===== config.mk =====
export PLATFORM = sky130hd
export DESIGN_NAME = async_fifo_rd_ctrl
export DESIGN_NICKNAME = d
export VERILOG_FILES = /design/src/rtl/async_fifo_rd_ctrl.sv
export SDC_FILE = /design/constraint.sdc
export NUM_CORES = 1
export LEC_CHECK = 0
export CAP_MARGIN = 20
export CORE_ASPECT_RATIO = 0.75
export CORE_MARGIN = 1
export CORE_UTILIZATION = 53
export CTS_BUF_LIST = sky130_fd_sc_hd__clkbuf_8 sky130_fd_sc_hd__clkbuf_16
export CTS_CLUSTER_SIZE = 28
export DETAILED_ROUTE_END_ITERATION = 8
export GPL_ROUTABILITY_DRIVEN = 0
export PLACE_DENSITY = 0.91
export REMOVE_ABC_BUFFERS = 1
export SYNTH_ARGS = -nofsm -noshare
export SYNTH_HDL_FRONTEND = slang
export SYNTH_SLANG_ARGS = --single-unit

===== constraint.sdc =====
create_clock -name r_clk -period 6.7 [get_ports r_clk]
set_clock_uncertainty 0.1 [all_clocks]
set_input_delay 1.005 -clock r_clk [delete_from_list [all_inputs] [get_ports r_clk]]
set_output_delay 1.005 -clock r_clk [all_outputs]
set_load 0.01 [all_outputs]

===== src/rtl/async_fifo_rd_ctrl.sv =====
// Read-side controller of the asynchronous FIFO: owns the binary/Gray read pointer,
// synchronises the write pointer into r_clk and derives empty, fill level and underflow.
module async_fifo_rd_ctrl #(
    parameter int ADDR_WIDTH          = 4,
    parameter int SYNC_STAGES         = 2,
    parameter int ALMOST_EMPTY_THRESH = 2
) (
    input  logic                  r_clk,
    input  logic                  r_rst,
    input  logic                  r_req,
    input  logic [ADDR_WIDTH:0]   w_ptr_gray,
    output logic                  r_en,
    output logic [ADDR_WIDTH-1:0] r_addr,
    output logic                  r_valid,
    output logic [ADDR_WIDTH:0]   r_ptr_gray,
    output logic                  r_empty,
    output logic                  r_almost_empty,
    output logic [ADDR_WIDTH:0]   r_count,
    output logic                  r_underflow
);

    localparam int PW = ADDR_WIDTH + 1;
    localparam logic [PW-1:0] AE_THRESH = PW'(ALMOST_EMPTY_THRESH);

    function automatic logic [PW-1:0] bin2gray(input logic [PW-1:0] b);
        return b ^ (b >> 1);
    endfunction

    // Each binary bit is the XOR of all Gray bits at or above it.
    function automatic logic [PW-1:0] gray2bin(input logic [PW-1:0] g);
        logic [PW-1:0] b;
        b = '0;
        for (int unsigned i = 0; i < PW; i++) begin
            b[i] = ^(g >> i);
        end
        return b;
    endfunction

    logic [PW-1:0] wsync_q [SYNC_STAGES];
    logic [PW-1:0] wq_gray;

    logic [PW-1:0] rbin_q,      rbin_d;
    logic [PW-1:0] rgray_q,     rgray_d;
    logic          empty_q,     empty_d;
    logic          aempty_q,    aempty_d;
    logic [PW-1:0] count_q,     count_d;
    logic          valid_q,     valid_d;
    logic          underflow_q, underflow_d;
    logic          r_fire;

    always_ff @(posedge r_clk) begin
        if (r_rst) begin
            for (int unsigned i = 0; i < SYNC_STAGES; i++) begin
                wsync_q[i] <= '0;
            end
        end else begin
            wsync_q[0] <= w_ptr_gray;
            for (int unsigned i = 1; i < SYNC_STAGES; i++) begin
                wsync_q[i] <= wsync_q[i-1];
            end
        end
    end

    assign wq_gray = wsync_q[SYNC_STAGES-1];

    // Status is computed from the post-read pointer so an accept and a new
    // synchronised write pointer are both reflected on the same edge.
    always_comb begin
        r_fire      = r_req & ~empty_q & ~r_rst;
        rbin_d      = rbin_q + {{ADDR_WIDTH{1'b0}}, r_fire};
        rgray_d     = bin2gray(rbin_d);
        empty_d     = (rgray_d == wq_gray);
        count_d     = gray2bin(wq_gray) - rbin_d;
        aempty_d    = (count_d <= AE_THRESH);
        valid_d     = r_fire;
        underflow_d = r_req & empty_q & ~r_rst;
    end

    always_ff @(posedge r_clk) begin
        if (r_rst) begin
            rbin_q      <= '0;
            rgray_q     <= '0;
            empty_q     <= 1'b1;
            aempty_q    <= 1'b1;
            count_q     <= '0;
            valid_q     <= 1'b0;
            underflow_q <= 1'b0;
        end else begin
            rbin_q      <= rbin_d;
            rgray_q     <= rgray_d;
            empty_q     <= empty_d;
            aempty_q    <= aempty_d;
            count_q     <= count_d;
            valid_q     <= valid_d;
            underflow_q <= underflow_d;
        end
    end

    assign r_en           = r_fire;
    assign r_addr         = rbin_q[ADDR_WIDTH-1:0];
    assign r_valid        = valid_q;
    assign r_ptr_gray     = rgray_q;
    assign r_empty        = empty_q;
    assign r_almost_empty = aempty_q;
    assign r_count        = count_q;
    assign r_underflow    = underflow_q;

endmodule


==> flow_summary.toml, run 1 <==
[outcome]
outcome = "finished clean"

[die]
boundaryPins = 27
die_area_mm2 = 0.00266
fp.dieH_um = 44.9
initial_core_util_pct = 56.3
core_area_mm2 = 0.00231
die_w_um = 59.2
rows = 15

[grt]
grtUsageMet3_pct = 5.73
grt-ovfl-total = 0
grt-busiest-layer = "met2"
grt_max_degree = 33
grt_util_all_layers_pct = 18.0
antenna_found_initial = 0
use_met1_pct = 21.2
grt_pass1_wl_um = 3490
use_met2_pct = 30.8
grt_pass1_vias = 826

[worst_setup_path]
crit_fanout = 32
worstSetupStartpointType = "input pin"
cp.buffers_inverters = 3
critical_path_class = "in -> reg"
cp-end-kind = "flop"
slowest_delay_ns = 0.46
worstPathRequired_ns = 6.81
worstPathArrival_ns = 3.86
crit_path_frequent_cell = "ha_1"
slowest_stage = "clkdlybuf4s50_1"
cp_cell_sequence = "clkdlybuf4s50_1, buf_4, nor3b_1, ha_1, ha_1, inv_1, xnor2_1, ha_1, o21bai_4, o211a_1, a311o_1, nor3_2"
cp_top_family = "buffers and inverters"

[layout]
final_area_mm2 = 0.00165
fin_util_pct = 71.3
antennaDiodeCount = 0
layout_common_cells = "dfxtp_1 (28), clkdlybuf4s50_1 (26), nor2_1 (15)"
area_growth_pct = 26.7
final_common_cell = "dfxtp_1"
nNetsFinal = 167
drive_gt1_share_pct = 8.50

[clocking]
postCtsSetupRepairBufs = 0
htree_levels = 1
cts_buffer_depth = 2
clk_pin_slew_ns = 0.10
cts_tree = "done"
post_cts_resized = 0
cts_made_buffers = 3
clk-insertion-delay-late_ns = 0.28
cts_sinks = 28
hold_buffers = 0
cts_root_buffer = "clkbuf_8"

[power]
finalPower_mw = 0.387
power.density_mw_per_mm2 = 235
p_leak_nw = 0.666
seq_power_share_pct = 47.5
swShare_pct = 22.8
worst_ir_drop_vdd_v = 0.000159
switching_power_mw = 0.0883
internal_power_mw = 0.299
clockPowerShare_pct = 33.6
comb_power_share_pct = 18.9

[sta]
fin_ws_ns = 2.95
max_slew_margin_pct = 59.4
rsz0062_at_grt = "false"
period_needed_ns = 3.75
setup-tns-final_ns = 0
hold_violations = 0
worst_pin_slew_ns = 0.607
fmax_mhz = 267
setup_viol = 0
fin_crit_sh_pct = 55.9
drv_slew = 0

[detailed_routing]
routedWlPerCell_um = 12.2
ant_nets = 0
via_per_inst = 5.02
post-route-drc-count = 0
via_count = 938
drt_iter0_drc = 20
dr.pass1.iters = 4
drt-total-wl_um = 2290

[synth]
ys_seq_elements = 28
ys_warn_count = 0
ys_seq_area_share_pct = 43.1
avgSynthCellArea_um2 = 10.2
mappedNetlistArea_mm2 = 0.00130
synthesis.instances = 128
yosysUniqueCellTypes = 37
yosys-top-cells-area = "dfxtp_1 (43%), xnor2_1 (8.1%), nor2b_1 (6.3%)"
yosysTopAreaCell = "dfxtp_1"
synth_top_area_share_pct = 43.1

[run]
drv_cap = 0

[placed_design]
placed_cell_area_mm2 = 0.00158
place_ws_ns = 2.68
dpl.hpwl_um = 1670
portBuffers = 26

[hold_path]
hp-class = "reg -> reg"
==> sequential cells by signal (all words and copies together) (netlist names) <==
signal and flops:
r_almost_empty 1, r_count 5, r_empty 1, r_ptr_gray 4
r_underflow 1, r_valid 1, rbin_q 5, wsync_q 10
==> metal layers <==
metal | up-vias | wire length [um]
met5 | - | 0
met4 | 0 | 25
met3 | 2 | 164
met2 | 41 | 1100
met1 | 421 | 1000
li1 | 474 | -
==> cell type report <==
type / instances / area (um^2)
fill: 191 / 662
multi-input combinational: 90 / 689
timing repair buffer: 27 / 268
sequential: 28 / 561
inverter: 4 / 15.0
tap: 34 / 42.5
clock inverter: 1 / 30.0
clock buffer: 3 / 41.3
==> logic make-up after synthesis <==
kind of cell,synth area share (%)
DFF,43.1
buffers and inverters,3.85
xor gates and xnor gates,18.5
AOI/OAI and AO/OA,11.6
adders and majority gates,4.81
and+or+nand+nor,18.1
==> synthesized netlist by cell type <==
| cell | number |
|---|---|
| a2111oi_0 | 1 |
| a211o_1 | 1 |
| a21o_1 | 1 |
| a21oi_1 | 3 |
| a221oi_1 | 1 |
| a311o_1 | 1 |
| a31oi_1 | 1 |
| and3_1 | 1 |
| and3b_1 | 1 |
| buf_1 | 1 |
| buf_4 | 1 |
| buf_6 | 1 |
| clkbuf_1 | 2 |
| clkbuf_2 | 1 |
| dfxtp_1 | 28 |
| ha_1 | 5 |
| inv_1 | 4 |
| nand2_1 | 4 |
| nand2b_1 | 1 |
| nand3_1 | 2 |
| nand3b_1 | 1 |
| nor2_1 | 15 |
| nor2b_1 | 13 |
| nor3_1 | 1 |
| nor3_2 | 1 |
| nor3b_1 | 3 |
| o211a_1 | 2 |
| o211ai_1 | 2 |
| o21ai_0 | 5 |
| o21bai_4 | 1 |
| o31ai_1 | 1 |
| or2_2 | 1 |
| xnor2_1 | 12 |
| xnor2_2 | 3 |
| xnor3_2 | 1 |
| xor2_1 | 4 |
| xor2_4 | 1 |
==> per-stage QoR <==
stage | cells | hold WS (ns)
final | 187 | 0.354
after global routing | 187 | 0.362
after CTS | 187 | 0.353
after detailed placement | 183 | 0.329
after global placement | 183 | 0.320
after floorplan | 122 | 0.314
==> worst paths after layout <==
path / startpoint / endpoint / slack (ns) / cells past startpoint
setup / recovery: r_rst / r_almost_empty / 2.95 / 12
hold / removal: wsync_q[0][3] / wsync_q[0][8] / 0.35 / 1
setup reg to reg: wsync_q[0][9] / r_almost_empty / 3.82 / 10
hold reg to reg: wsync_q[0][3] / wsync_q[0][8] / 0.35 / 1
==> power by group through the flow <==
stage / registers [mW] / clock network, mW / logic (mW)
5_1_grt: 0.185 / 0.136 / 0.0797
4_1_cts: 0.184 / 0.132 / 0.0738
3_5_place_dp: 0.188 / 0 / 0.0729
3_3_place_gp: 0.187 / 0 / 0.0713
2_1_floorplan: 0.191 / 0 / 0.0380
6_report: 0.184 / 0.130 / 0.0733
Power figures use the tool's default switching activity.
==> run 2, diff against run 1 <==
--- a/config.mk
+++ b/config.mk
@@ -8,12 +8,12 @@
 export CAP_MARGIN = 20
 export CORE_ASPECT_RATIO = 0.75
 export CORE_MARGIN = 1
-export CORE_UTILIZATION = 53
+export CORE_UTILIZATION = 50
 export CTS_BUF_LIST = sky130_fd_sc_hd__clkbuf_8 sky130_fd_sc_hd__clkbuf_16
 export CTS_CLUSTER_SIZE = 28
 export DETAILED_ROUTE_END_ITERATION = 8
 export GPL_ROUTABILITY_DRIVEN = 0
-export PLACE_DENSITY = 0.91
+export PLACE_DENSITY = 0.87
 export REMOVE_ABC_BUFFERS = 1
 export SYNTH_ARGS = -nofsm -noshare
 export SYNTH_HDL_FRONTEND = slang
==> constraint.sdc (replaced) <==
create_clock -name r_clk -period 3.75 [get_ports r_clk]
set_clock_uncertainty 0.1 [all_clocks]
set_input_delay 0.5625 -clock r_clk [delete_from_list [all_inputs] [get_ports r_clk]]
set_output_delay 0.5625 -clock r_clk [all_outputs]
set_load 0.01 [all_outputs]
==> run 2 against run 1 <==
Effect of this change: global-route usage rose by 1.0 points; largest cell class unchanged; flip-flop and latch count did not move; cell count did not move; core utilization fell by 2.2 points; critical path depth fell by 1; clock power rose by 78%; highest routed layer unchanged.
==> flow_summary.toml, run 2 (synthesized netlist as in run 1, its figures left out) <==
[power]
finalPower_mw = 0.691
clockPowerShare_pct = 33.6
p_leak_nw = 0.666
power.density_mw_per_mm2 = 420
worst_ir_drop_vdd_v = 0.000375
seq_power_share_pct = 47.3
switching_power_mw = 0.157
swShare_pct = 22.8
comb_power_share_pct = 19.1
internal_power_mw = 0.534

[sta]
setup-tns-final_ns = 0
drv_slew = 0
worst_pin_slew_ns = 0.624
setup_viol = 0
fmax_mhz = 315
rsz0062_at_grt = "false"
max_slew_margin_pct = 58.3
hold_violations = 0
hold-worst-slack_ns = 0.342
fin_ws_ns = 0.575
period_needed_ns = 3.17
fin_crit_sh_pct = 84.7

[run]
drv_cap = 0

[placed_design]
portBuffers = 26
dpl.hpwl_um = 1680
place_ws_ns = 0.346
numPlacedInstances = 183

[clocking]
cts_made_buffers = 3
cts_buffer_depth = 2
hold_buffers = 0
htree_levels = 1
cts_sinks = 28
post_cts_resized = 0
cts_tree = "done"
cts_root_buffer = "clkbuf_8"
postCtsSetupRepairBufs = 0
clk-insertion-delay-late_ns = 0.27
clk_pin_slew_ns = 0.09

[detailed_routing]
drt-total-wl_um = 2340
post-route-drc-count = 0
drt_iter0_drc = 48
via_per_inst = 5.05
dr.pass1.iters = 4
routedWlPerCell_um = 12.5
ant_nets = 0
via_count = 945

[die]
fp.dieH_um = 46.2
rows = 15
die_w_um = 60.9
boundaryPins = 27
initial_core_util_pct = 54.5
core_area_mm2 = 0.00238
die_area_mm2 = 0.00281

[grt]
grt-ovfl-total = 0
grt_pass1_wl_um = 3790
grt_max_degree = 32
grt_pass1_vias = 902
antenna_found_initial = 0
grt_util_all_layers_pct = 19.0

[outcome]
outcome = "finished clean"

[layout]
antennaDiodeCount = 0
finalNonFillerCells = 187
regArea_um2 = 561
fill_cells = 190
final_common_cell = "dfxtp_1"
multi_input_area_um2 = 689
regMostFlops = "wsync_q"
drive_gt1_share_pct = 8.50
largest_reg_flops = 10
area_growth_pct = 26.7
nNetsFinal = 167
layout_common_cells = "dfxtp_1 (28), clkdlybuf4s50_1 (26), nor2_1 (15)"

[worst_setup_path]
r2r_start = "wsync_q[0][9]"
worstPathArrival_ns = 3.28
cp-end-kind = "flop"
worstPathRequired_ns = 3.86
startpoint = "r_rst"
worstSetupStartpointType = "input pin"
crit_fanout = 7
critical_path_class = "in -> reg"

[hold_path]
hp-class = "reg -> reg"
hp-start = "wsync_q[0][4]"
-- run 2: cell counts in the layout (fill, tap and decap cells not counted) --
No cell type changed its count.
-- run 2: final cells by class --
| type | count | area share (%) |
|---|---|---|
| Sequential cell | 28 | 34.0 |
| Tap cell | 34 | 2.58 |
| Multi-Input combinational cell | 90 | 41.9 |
| Clock inverter | 1 | 1.82 |
| Clock buffer | 3 | 2.51 |
| Inverter | 4 | 0.912 |
| Timing Repair Buffer | 27 | 16.3 |
-- run 2: path summary, 6_finish.rpt --
kind | end | slack [ns] | cells past startpoint
worst min register to register | wsync_q[0][9] | 0.34 | 1
worst min-delay path | wsync_q[0][9] | 0.34 | 1
worst max-delay path | r_almost_empty | 0.58 | 11
worst max register to register | r_almost_empty | 0.89 | 10
-- run 2: power by group through the flow --
stage	registers (mW)	logic, mW	clock network [mW]
after floorplan	0.341	0.0679	0
after global placement	0.334	0.128	0
after detailed placement	0.334	0.131	0
after CTS	0.327	0.133	0.238
after global routing	0.329	0.144	0.253
final	0.327	0.132	0.232
-- run 2: worst max-delay path: stages --
cell and delay [ns]:
clkdlybuf4s50_1 0.47, nor3b_1 0.32, ha_1 0.26, ha_1 0.33
inv_1 0.19, xnor2_1 0.17, ha_1 0.18, o21bai_4 0.18
o211a_1 0.12, a311o_1 0.34, nor3_2 0.15
-- run 2: stage by stage --
step                      utilization, %  cell area [um^2]
after CTS                           69.1              1650
after global routing                69.1              1650
after floorplan                        -              1260
after detailed placement            66.1              1580
final                               69.1              1650
after global placement              66.1              1580
-- run 2: routing by layer --
layer / track usage, % / share of wire, % / vias up
met5: 0 / 0 / -
met4: 6.82 / 1.2 / 0
met3: 7.02 / 6.2 / 6
met2: 33.4 / 49 / 34
met1: 21.3 / 43 / 430
li1: - / - / 475
